`config.mk`:
```
export PLATFORM = sky130hd
export DESIGN_NAME = fetch_unit
export DESIGN_NICKNAME = d
export VERILOG_FILES = /design/src/rtl/fetch_unit_pkg.sv /design/src/rtl/fetch_unit_next_pc.sv /design/src/rtl/fetch_unit.sv
export SDC_FILE = /design/constraint.sdc
export NUM_CORES = 1
export LEC_CHECK = 0
export ABC_AREA = 1
export CORE_UTILIZATION = 43
export CTS_CLUSTER_SIZE = 16
export DETAILED_ROUTE_END_ITERATION = 8
export GPL_TIMING_DRIVEN = 0
export PLACE_DENSITY = 0.81
export REMOVE_ABC_BUFFERS = 1
export SETUP_SLACK_MARGIN = 0.1
export SYNTH_ARGS = -nofsm -noshare
export SYNTH_HDL_FRONTEND = slang
export SYNTH_SLANG_ARGS = --single-unit
```
`constraint.sdc`:
```
create_clock -name CLK -period 1.7 [get_ports CLK]
set_input_delay 0.34 -clock CLK [delete_from_list [all_inputs] [get_ports CLK]]
set_output_delay 0.34 -clock CLK [all_outputs]
set_load 0.02 [all_outputs]
```
`src/rtl/fetch_unit_pkg.sv`:
```
//------------------------------------------------------------------------------
// fetch_unit_pkg : shared encodings for the fetch unit and its next-PC logic
// Rev 1.0
//------------------------------------------------------------------------------
`default_nettype none

package fetch_unit_pkg;

  localparam int INST_W = 16;

  localparam logic [2:0] PC_INC = 3'd0;
  localparam logic [2:0] PC_REL = 3'd1;
  localparam logic [2:0] PC_ABS = 3'd2;
  localparam logic [2:0] PC_CBR = 3'd3;
  localparam logic [2:0] PC_RET = 3'd4;

  typedef enum logic [0:0] {
    FETCH = 1'b0,
    ISSUE = 1'b1
  } fetch_state_t;

endpackage

`default_nettype wire

```
`src/rtl/fetch_unit_next_pc.sv`:
```
//------------------------------------------------------------------------------
// next_pc : combinational next-PC select (increment, relative, absolute,
//           conditional branch, return, hold).  Rev 1.0
//------------------------------------------------------------------------------
`default_nettype none

module next_pc
  import fetch_unit_pkg::*;
(
  input  logic [INST_W-1:0] pc,
  input  logic [INST_W-1:0] inst,
  input  logic [2:0]        pc_control,
  input  logic              cond,
  input  logic [INST_W-1:0] r_top,
  output logic [INST_W-1:0] npc
);

  logic [INST_W-1:0] pc_inc;
  logic [INST_W-1:0] pc_rel;
  logic [INST_W-1:0] pc_abs;

  // 16-bit adds truncate naturally, giving wrap in both directions
  assign pc_inc = pc + 16'd1;
  assign pc_rel = pc + {{4{inst[11]}}, inst[11:0]};
  assign pc_abs = {pc[15:12], inst[11:0]};

  always_comb begin
    npc = pc;
    case (pc_control)
      PC_INC:  npc = pc_inc;
      PC_REL:  npc = pc_rel;
      PC_ABS:  npc = pc_abs;
      PC_CBR:  npc = cond ? pc_rel : pc_inc;
      PC_RET:  npc = r_top;
      default: npc = pc;
    endcase
  end

endmodule

`default_nettype wire

```
`src/rtl/fetch_unit.sv`:
```
//------------------------------------------------------------------------------
// fetch_unit : two-state instruction fetch FSM with PC and instruction regs.
// Rev 1.0
//------------------------------------------------------------------------------
`default_nettype none

module fetch_unit
  import fetch_unit_pkg::*;
#(
  parameter logic [15:0] RESET_PC = 16'h0000
) (
  input  logic        CLK,
  input  logic        reset,
  input  logic [2:0]  PCControl,
  input  logic        PCWrite,
  input  logic        cond,
  input  logic [15:0] rTop,
  output logic [15:0] imem_addr,
  output logic        imem_req,
  input  logic [15:0] imem_rdata,
  input  logic        imem_ready,
  output logic [15:0] inst,
  output logic        inst_valid,
  output logic [15:0] PC,
  output logic [15:0] PCplus1
);

  fetch_state_t      state;
  fetch_state_t      state_next;
  logic [INST_W-1:0] pc_q;
  logic [INST_W-1:0] inst_q;
  logic [INST_W-1:0] npc;
  logic              load_inst;
  logic              load_pc;

  next_pc u_next_pc (
    .pc         (pc_q),
    .inst       (inst_q),
    .pc_control (PCControl),
    .cond       (cond),
    .r_top      (rTop),
    .npc        (npc)
  );

  always_ff @(posedge CLK or negedge reset) begin
    if (!reset) state <= FETCH;
    else        state <= state_next;
  end

  always_comb begin
    state_next = state;
    load_inst  = 1'b0;
    load_pc    = 1'b0;
    imem_req   = 1'b0;
    inst_valid = 1'b0;
    case (state)
      FETCH: begin
        imem_req = 1'b1;
        if (imem_ready) begin
          load_inst  = 1'b1;
          state_next = ISSUE;
        end
      end
      ISSUE: begin
        inst_valid = 1'b1;
        if (PCWrite) begin
          load_pc    = 1'b1;
          state_next = FETCH;
        end
      end
      default: state_next = FETCH;
    endcase
  end

  always_ff @(posedge CLK or negedge reset) begin
    if (!reset) begin
      pc_q   <= RESET_PC;
      inst_q <= '0;
    end else begin
      if (load_inst) inst_q <= imem_rdata;
      if (load_pc)   pc_q   <= npc;
    end
  end

  assign PC        = pc_q;
  assign imem_addr = pc_q;
  assign inst      = inst_q;
  assign PCplus1   = pc_q + 16'd1;

endmodule

`default_nettype wire

```
# ---- Yosys cells after proc, flatten, opt, wreduce, memory -nomap -nowiden
# Index checks and enable logic that the tools add are counted.
dict set report totals {
  register_bits 33
  output_inout_bits 66
  wordCells 27
}
dict set report op_classes {
  n_addsub 2
  n_eq_ne 4
  n_mux 10
  n_bitwise 2
  reduce_logical 5
}
# op n
set ops {}
lappend ops {{16-bit one-hot mux with 5 select lines} 1}
lappend ops {{16-bit by 1-bit adder with 16-bit output, second input constant} 1}
lappend ops {{16-bit adder} 1}
lappend ops {{16-bit 2-to-1 mux} 1}
lappend ops {{1-bit 2-to-1 mux} 7}
lappend ops {{3-bit by 2-bit equality test with 1-bit output, second input constant} 2}
lappend ops {{5-bit nonzero test} 1}
lappend ops {{4-bit nonzero test} 1}
lappend ops {{3-bit by 1-bit equality test with 1-bit output, second input constant} 1}
lappend ops {{3-bit equality test, second input constant} 1}
lappend ops {{3-bit logical NOT} 1}
lappend ops {{3-bit AND reduction} 1}
lappend ops {{1-bit NOT} 2}
lappend ops {{1-bit one-hot mux with 2 select lines} 1}
lappend ops {{2-bit AND reduction} 1}

# ---- Depth between registers and ports, before layout
# Gate-level depths: netlist of the first run.
dict set report depth {
  word_depth 3
  depth_mapped 12
}

# ---- Cells and area by module
# Synthesis of the first run repeated with hierarchy kept, for this count alone.
dict set report hier_totals {
  cells_unflattened 571
  hier_area_um2 3726.1
}
# module instances cells_per_inst area_each_um2 seq_area_each_um2
set modules_own_cells {}
lappend modules_own_cells {next_pc 1 402 1959.4 0.0}
lappend modules_own_cells {fetch_unit 1 169 1766.7 825.8}

# ---- Worst setup path after synthesis of the first run
# OpenSTA, ideal clock, no wires.
dict set report synth_path {
  path_kind {register -> register}
  from {register pc_q[0], in the netlist PC[0]}
  to {register pc_q[8], in the netlist PC[8]}
  arrival_ns 1.781
  slack_ns -0.158
  path_stages_with_launch 12
  path_cell_list {dfrtp_1 ha_1 inv_1 fa_1 inv_1 nand3_1 nand3_1 nand2_1 nand2_1 or2_2 nand3_1 a21oi_1}
}
dict set report synth_via {
  elab_chain_len 3
}
# element line_no
set synth_rtl {}
lappend synth_rtl {{from (decl)} fetch_unit.sv:30} ;# logic [INST_W-1:0] pc_q;
lappend synth_rtl {{from (signal assigned)} fetch_unit.sv:81} ;# if (load_pc) pc_q <= npc;
lappend synth_rtl {{16-bit by 1-bit adder with 16-bit output / 16-bit adder (equally long branches)} {fetch_unit_next_pc.sv:23, fetch_unit_next_pc.sv:24}}
lappend synth_rtl {{16-bit 2-to-1 mux} fetch_unit_next_pc.sv:33} ;# PC_CBR: npc = cond ? pc_rel : pc_inc;
lappend synth_rtl {{16-bit one-hot mux with 5 select lines (*)} fetch_unit_next_pc.sv:29} ;# case (pc_control)
# Every way passes the cells marked *; elsewhere a longest branch is shown, timed or not.
# A chain may end at the register's enable or synchronous reset.

# ---- Worst setup path in the final report of the first run
dict set report layout_path {
  from {register pc_q[1], in the netlist PC[1]}
  to {output port PCplus1[10]}
}
dict set report layout_via {
  elab_chain_len 1
}
# element line_no
set layout_rtl {}
lappend layout_rtl {{16-bit by 1-bit adder with 16-bit output} fetch_unit.sv:88} ;# assign PCplus1 = pc_q + 16'd1;
lappend layout_rtl {{to (decl)} fetch_unit.sv:25} ;# output logic [15:0] PCplus1
# No other way between the ends.

==> results of run 1 <==
-- how the worst max path moves through the flow --
stage	to	slack (ns)	cells past startpoint
3_5_place_dp	PC[7]$_DFFE_PN0P_	-0.61	9
2_1_floorplan	PC[8]$_DFFE_PN0P_	-0.30	11
6_report	PCplus1[10]	-0.55	8
3_3_place_gp	PCplus1[14]	-0.59	7
5_1_grt	PCplus1[10]	-0.52	8
4_1_cts	PCplus1[14]	-0.26	7
-- flip-flops by register name, summed over array words and instances, names as in the netlist --
name / count
PC: 16
inst: 16
state: 1
-- cells by family (layout without fill, tap and decap cells) --
logic type,Yosys count,after routing,share of synthesized area [%]
AOI/OAI and AO/OA,52,52,10.2
xor gates and xnor gates,9,9,2.42
adders and majority gates,17,17,6.77
buffers and inverters,107,273,14.8
DFF,33,33,25.4
muxes,11,11,3.81
and+or+nand+nor,255,255,36.6
-- per-layer routing --
layer / GRT usage [%] / wire length, µm / vias to the layer above
li1: - / - / 1847
met1: 44.0 / 6360 / 2207
met2: 62.6 / 8100 / 554
met3: 9.70 / 2580 / 229
met4: 22.2 / 1920 / 0
met5: 0 / 0 / -
-- report_power, final --
| part | total [mW] | leakage [nW] | switching, mW | internal, mW |
|---|---|---|---|---|
| Combinational | 10.6 | 2.38 | 6.17 | 4.38 |
| Clock | 0.825 | 0.0585 | 0.347 | 0.479 |
| Sequential | 1.61 | 0.356 | 0.525 | 1.08 |
| Total | 13.0 | 2.80 | 7.04 | 5.94 |
-- what timing repair did --
action / 4_1_cts / 5_1_grt
resized for setup: 287 / 124
buffers inserted: 47 / 37
hold endpoints to repair: 0 / 0
pin swaps: 50 / 50
gates cloned: 0 / 0
hold buffers: 0 / 0
setup endpoints to repair: 79 / 43
-- through the flow --
stage	setup TNS (ns)	area, µm²	util [%]
5_1_grt	-9.61	5940	81.4
3_3_place_gp	-31.18	4260	58.5
2_1_floorplan	-4.30	3090	-
6_report	-8.95	5940	81.4
3_5_place_dp	-15.94	4260	58.4
4_1_cts	-4.52	5320	73.0
-- worst max-delay path: cells and delay by family, from the launching register on --
| family | cells | cell delay (ns) |
|---|---|---|
| DFF | 1 | 0.45 |
| adders and majority gates | 1 | 0.17 |
| buffers and inverters | 2 | 0.28 |
| and+or+nand+nor | 5 | 0.68 |
-- cell type report --
type,instances,area [µm²],area share [%]
Clock buffer,7,86.3,1.45
Clock inverter,1,30.0,0.506
Inverter,84,333,5.60
Multi-Input combinational cell,344,2850,48.0
Sequential cell,33,845,14.2
Tap cell,99,124,2.09
Timing Repair Buffer,181,1670,28.1
-- placed cells by master (no fill, tap or decap), types with 6 or more instances in the layout --
cell type / instances
clkbuf_8: 6
and2_4: 7
inv_1: 63
inv_2: 15
nor2_1: 20
nand4_1: 8
nand2_1: 85
o21ai_0: 6
nand3_2: 23
mux2_2: 11
dfrtp_2: 15
clkdlybuf4s50_1: 35
nand3_1: 14
nor2_4: 10
nand3_4: 10
a21oi_1: 16
dfrtp_1: 18
buf_4: 56
dlygate4sd2_1: 37
ha_4: 16
nand2_4: 10
nand2_2: 42
a21oi_2: 6
clkbuf_2: 6
nand3b_1: 7
buf_6: 33
==> summary.md, run 1 <==
| Metric | Value |
|---|---|
| Outcome | finished with violations |
| Failing checks | setup timing |
| Core area | roughly 7300 µm² |
| Distinct cells, synth | 36 |
| Share of post-route cells with drive strength above 1 | 48.9% |
| Initial antenna violation count | 0 |
| DP HPWL | about 7500 µm |
| Fmax | about 0.44 GHz |
| Clk_lat worst skew | approximately 0.31 ns |
| Die Span X | ~89 µm |
| Setup CP Type | flip-flop to output port |
| Yosys warning count | 0 |
| I/O Pins | ~110 |
| EDFF count, synth | 0 |
| Routed via count | 4837 |
| Worst R2R Start | PC[1]$_DFFE_PN0P_ |
| Worst r2r dst | PC[10]$_DFFE_PN0P_ |
| Synth area leaders | dfrtp_1, nand2_1, inv_1 |
| Routed Wire Length | about 19000 µm |
| CP max stage cell | dfrtp_2 |
| CTS Buf Count | 5 |
| Placed insts | 665 |
| Dpl ws | -0.609 ns |
| Die area | just under 8000 µm² |
| Largest net degree at the start of global routing | 34 |
| Fillers | between 300 and 400 |
| Mapped cell area | about 3300 µm² |
| Total power | 13.0 mW |
| Cell accounting for the most synthesized area | dfrtp_1 |
| Commonest cells in the netlist | nand2_1, inv_1, nand3_1 |
| CTS Buffer Depth | 2 |
| Gr ovfl total | 0 |
| Crit path DAT | 1.91 ns |
| # diodes | 0 |
| Worst Reg-to-Reg Cells | 12 |
| DR iter-0 viols | between 700 and 800 |
| First-pass GRT wire length | 22500 µm |
| H-tree Lvls | 2 |
| Main synth FF type | dfrtp_1 |
| Ys async rst share | 100% |
| Setup WS post-layout | -0.549 ns |
| RePlAce Congestion | 0.918 |
| Max-slew headroom at the worst pin | between 40% and 50% |
| Max cap viols | 0 |
| Final hold vios | 0 |
| CTS root buffer | clkbuf_8 |
| Worst setup SP type | flip-flop |
| Final Max Slew Viols | 0 |
| Post-route ant nets | 0 |
| CTS sink cnt | 33 |
| Tcrit/Tclk final | 132% |
| Slew @ Worst Pin | 0.832 ns |
| Pwr Density | around 2200 nW/µm² |
| DRT Pass-1 Iters | 8 |
| Non-filler cells, final | ~750 |
| WHS | approximately 0.13 ns |
| CTS tree | yes |
| Count leader, synth | nand2_1 |
| Layout net count | approximately 710 |
| Die height | 89.0 µm |
| Static Leak | roughly 2.8 nW |
| Peak supply drop | around 0.0013 V |
| Area grow syn2layout | 82.5% |
| R2r setup slk | -0.40 ns |
| Critical path cell sequence | ha_4 > nand3_4 > nor2_4 > buf_6 > nand2_2 > nand2_2 > nand2_2 > buf_6 |
| FP Rows | 31 |
| CP startpoint | PC[1]$_DFFE_PN0P_ |
| Top cell type's share of synthesized area | between 20% and 30% |
| Post-Syn Area per Cell | 6.72 µm² |
| DRC | 0 |
| Flops & latches, synth | 33 |
| Crit-path most repeated cell | nand2_2 |
| Routed WL per cell | roughly 25 µm |
| RSZ-0062 raised after global routing | yes |
| Vias per inst | between 6 and 7 |
| IO buf count | 105 |
| GRT Total Usage | between 30% and 40% |
| Hold WC Path Type | input pin to async pin |
| Clk slew on worst S/H paths | 0.08 ns |
| Setup crit end kind | output port |
| Crit-path max FO | 4 |
| Worst clock skew | roughly 0.0099 ns |
| Worst Path Required | 1.36 ns |
| Final setup vio count | 29 |
| CP max stage delay | ~0.45 ns |
| Register area share after synthesis | between 20% and 30% |
| Mapped Cells | ~480 |
| Vias in the first global route | 4485 |
| Minimum clock period | about 2.2 ns |
| Initial Util | 44.6% |
Note: power is estimated with default switching activity, not from simulation.
==> inputs of run 2 (changes only) <==
--- a/config.mk
+++ b/config.mk
@@ -13,6 +13,7 @@
 export PLACE_DENSITY = 0.81
 export REMOVE_ABC_BUFFERS = 1
 export SETUP_SLACK_MARGIN = 0.1
+export SLEW_MARGIN = 5
 export SYNTH_ARGS = -nofsm -noshare
 export SYNTH_HDL_FRONTEND = slang
 export SYNTH_SLANG_ARGS = --single-unit
==> results of run 2 <==
Final layout, timing and power as in run 1 (identical DEF).
==> inputs of run 3 (changes only) <==
--- a/config.mk
+++ b/config.mk
@@ -6,11 +6,11 @@
 export NUM_CORES = 1
 export LEC_CHECK = 0
 export ABC_AREA = 1
-export CORE_UTILIZATION = 43
+export CORE_UTILIZATION = 39
 export CTS_CLUSTER_SIZE = 16
 export DETAILED_ROUTE_END_ITERATION = 8
 export GPL_TIMING_DRIVEN = 0
-export PLACE_DENSITY = 0.81
+export PLACE_DENSITY = 0.72
 export REMOVE_ABC_BUFFERS = 1
 export SETUP_SLACK_MARGIN = 0.1
 export SLEW_MARGIN = 5
==> constraint.sdc (replaced) <==
create_clock -name CLK -period 1.95 [get_ports CLK]
set_input_delay 0.39 -clock CLK [delete_from_list [all_inputs] [get_ports CLK]]
set_output_delay 0.39 -clock CLK [all_outputs]
set_load 0.02 [all_outputs]
==> run 3 against run 2 <==
Against the previous run: the run still ends with setup timing left; non-clock buffer count down 25; worst setup slack better by 0.36 ns; via count down 20%; critical endpoint is now PCplus1[3].
==> summary.md, run 3 (synthesized netlist as in run 1, its figures left out) <==
| Metric | Value |
|---|---|
| H-tree Lvls | 2 |
| Failing checks | setup timing |
| Die height | 93.4 µm |
| Post-route ant nets | 0 |
| Die Span X | approximately 93 µm |
| I/O Pins | about 110 |
| # diodes | 0 |
| Routed WL per cell | around 17 µm |
| Max cap viols | 0 |
| Non-filler cells, final | around 730 |
| CTS Buffer Depth | 2 |
| DRC | 0 |
| Routed via count | about 3900 |
| CTS Buf Count | 5 |
| Final Max Slew Viols | 0 |
| Crit-path max FO | 4 |
| Peak supply drop | ~0.0009 V |
| Share of post-route cells with drive strength above 1 | between 40% and 50% |
| Crit path DAT | 1.75 ns |
| Hold WC Path Type | input pin to async pin |
| Setup CP Type | flip-flop to output port |
| Setup WS post-layout | -0.188 ns |
| Core area | roughly 7900 µm² |
| CTS tree | yes |
| R2r setup slk | -0.01 ns |
| Die area | 8710 µm² |
| Setup crit end kind | output port |
| Max-slew headroom at the worst pin | between 40% and 50% |
| Commonest non-fill, non-tap cell in the layout | nand2_1 |
| Largest net degree at the start of global routing | 34 |
| Routed Wire Length | between 10000 and 15000 µm |
| IO buf count | between 100 and 150 |
| Final hold vios | 0 |
| Final setup vio count | 10 |
| Area grow syn2layout | 70.3% |
| DR iter-0 viols | between 200 and 300 |
| Outcome | finished with violations |
| Layout net count | 681 |
| Gr ovfl total | 0 |
| RePlAce Congestion | approximately 0.93 |
| Fillers | around 530 |
| Worst Path Required | 1.56 ns |
| Initial antenna violation count | 0 |
| Placed insts | roughly 670 |
| Static Leak | between 2 and 3 nW |
| FP Rows | 32 |
| First-pass GRT wire length | roughly 18000 µm |
| Pwr Density | 1740 nW/µm² |
| Minimum clock period | roughly 2.1 ns |
| DP HPWL | slightly below 8000 µm |
| Layout Utilization | between 70% and 80% |
| Vias in the first global route | 3666 |
| CTS root buffer | clkbuf_8 |
| RSZ-0062 raised after global routing | yes |
| Clk_lat worst skew | roughly 0.30 ns |
| Slew @ Worst Pin | about 0.81 ns |
| DRT Pass-1 Iters | 5 |
| Tcrit/Tclk final | 110% |
| Worst setup SP type | flip-flop |
| Vias per inst | 5.35 |
| Initial Util | approximately two fifths |
| GRT Total Usage | 26.4% |
| Clk slew on worst S/H paths | approximately 0.080 ns |
| Commonest non-fill, non-tap cells in the layout | nand2_1, clkdlybuf4s50_1, inv_1 |
| Worst clock skew | ~0.0044 ns |
| Fmax | ~0.47 GHz |
| CTS sink cnt | 33 |
-- run 3: changes by cell type in the layout (fill, tap and decap cells not counted), sizes merged --
cell | previous run | this run
buf | 96 | 66
bufinv | 1 | 0
clkbuf | 13 | 5
clkdlybuf4s15 | 2 | 0
clkdlybuf4s50 | 35 | 67
clkinv | 0 | 2
clkinvlp | 2 | 3
dlygate4sd2 | 37 | 10
dlymetal6s2s | 5 | 13
-- run 3: metal layers --
| metal | track usage [%] | up-vias | wire length (µm) |
|---|---|---|---|
| met3 | 3.90 | 31 | 898 |
| met5 | 0 | - | 0 |
| met2 | 46.8 | 189 | 6360 |
| met4 | 7.56 | 0 | 326 |
| li1 | - | 1808 | - |
| met1 | 33.2 | 1863 | 4970 |
-- run 3: layout make-up --
type | instances | area, µm² | area share, %
repair buffers | 156 | 1510 | 27.2
inverters | 84 | 335 | 6.05
clock buffers | 5 | 68.8 | 1.24
clock inverters | 3 | 17.5 | 0.316
well taps | 102 | 128 | 2.30
flip-flops and latches | 33 | 843 | 15.2
multi-input cells | 344 | 2640 | 47.7
-- run 3: report_power, final --
| part | internal, mW | total, mW | switching (mW) |
|---|---|---|---|
| Combinational | 3.42 | 7.72 | 4.30 |
| Clock | 0.247 | 0.539 | 0.292 |
| Sequential | 0.941 | 1.36 | 0.421 |
| Total | 4.61 | 9.62 | 5.01 |
-- run 3: critical path, cell delays in order, from the launching register on --
cell     delay (ns)
dfrtp_1        0.42
buf_6          0.16
inv_8          0.04
nor2_4         0.20
buf_4          0.16
buf_6          0.09
xor2_2         0.16
inv_1          0.09
buf_6          0.14
-- run 3: metrics by stage --
step | power, mW | area (µm²) | TNS (ns) | hold slack (ns) | worst slack [ns]
6_report | 9.62 | 5540 | -0.785 | 0.171 | -0.188
3_5_place_dp | 6.52 | 4260 | -8.08 | 0.493 | -0.419
5_1_grt | 10.2 | 5540 | -1.60 | 0.226 | -0.206
4_1_cts | 8.08 | 4910 | -0.188 | 0.212 | -0.0604
3_3_place_gp | 6.45 | 4270 | -18.77 | 0.489 | -0.403
2_1_floorplan | 4.50 | 3090 | -0.146 | 0.0944 | -0.0461
-- run 3: what timing repair did --
| item | 4_1_cts | 5_1_grt |
|---|---|---|
| hold buffers | 0 | 0 |
| cloned | 0 | 0 |
| setup buffers | 30 | 22 |
| gates resized for setup | 164 | 116 |
| pin swaps | 23 | 43 |
| setup endpoints to repair | 41 | 44 |
-- run 3: path summary, 6_finish.rpt --
kind                                              to            startpoint  cells past startpoint
worst max-delay path                      PCplus1[3]     PC[0]$_DFFE_PN0P_                      8
worst min-delay path             inst[4]$_DFFE_PN0P_                 reset                      1
worst max register to register     PC[6]$_DFFE_PN0P_     PC[0]$_DFFE_PN0P_                     13
worst min register to register  inst[14]$_DFFE_PN0P_  inst[14]$_DFFE_PN0P_                      1
max in group asynchronous          PC[5]$_DFFE_PN0P_                 reset                      1
min in group CLK                inst[14]$_DFFE_PN0P_  inst[14]$_DFFE_PN0P_                      1
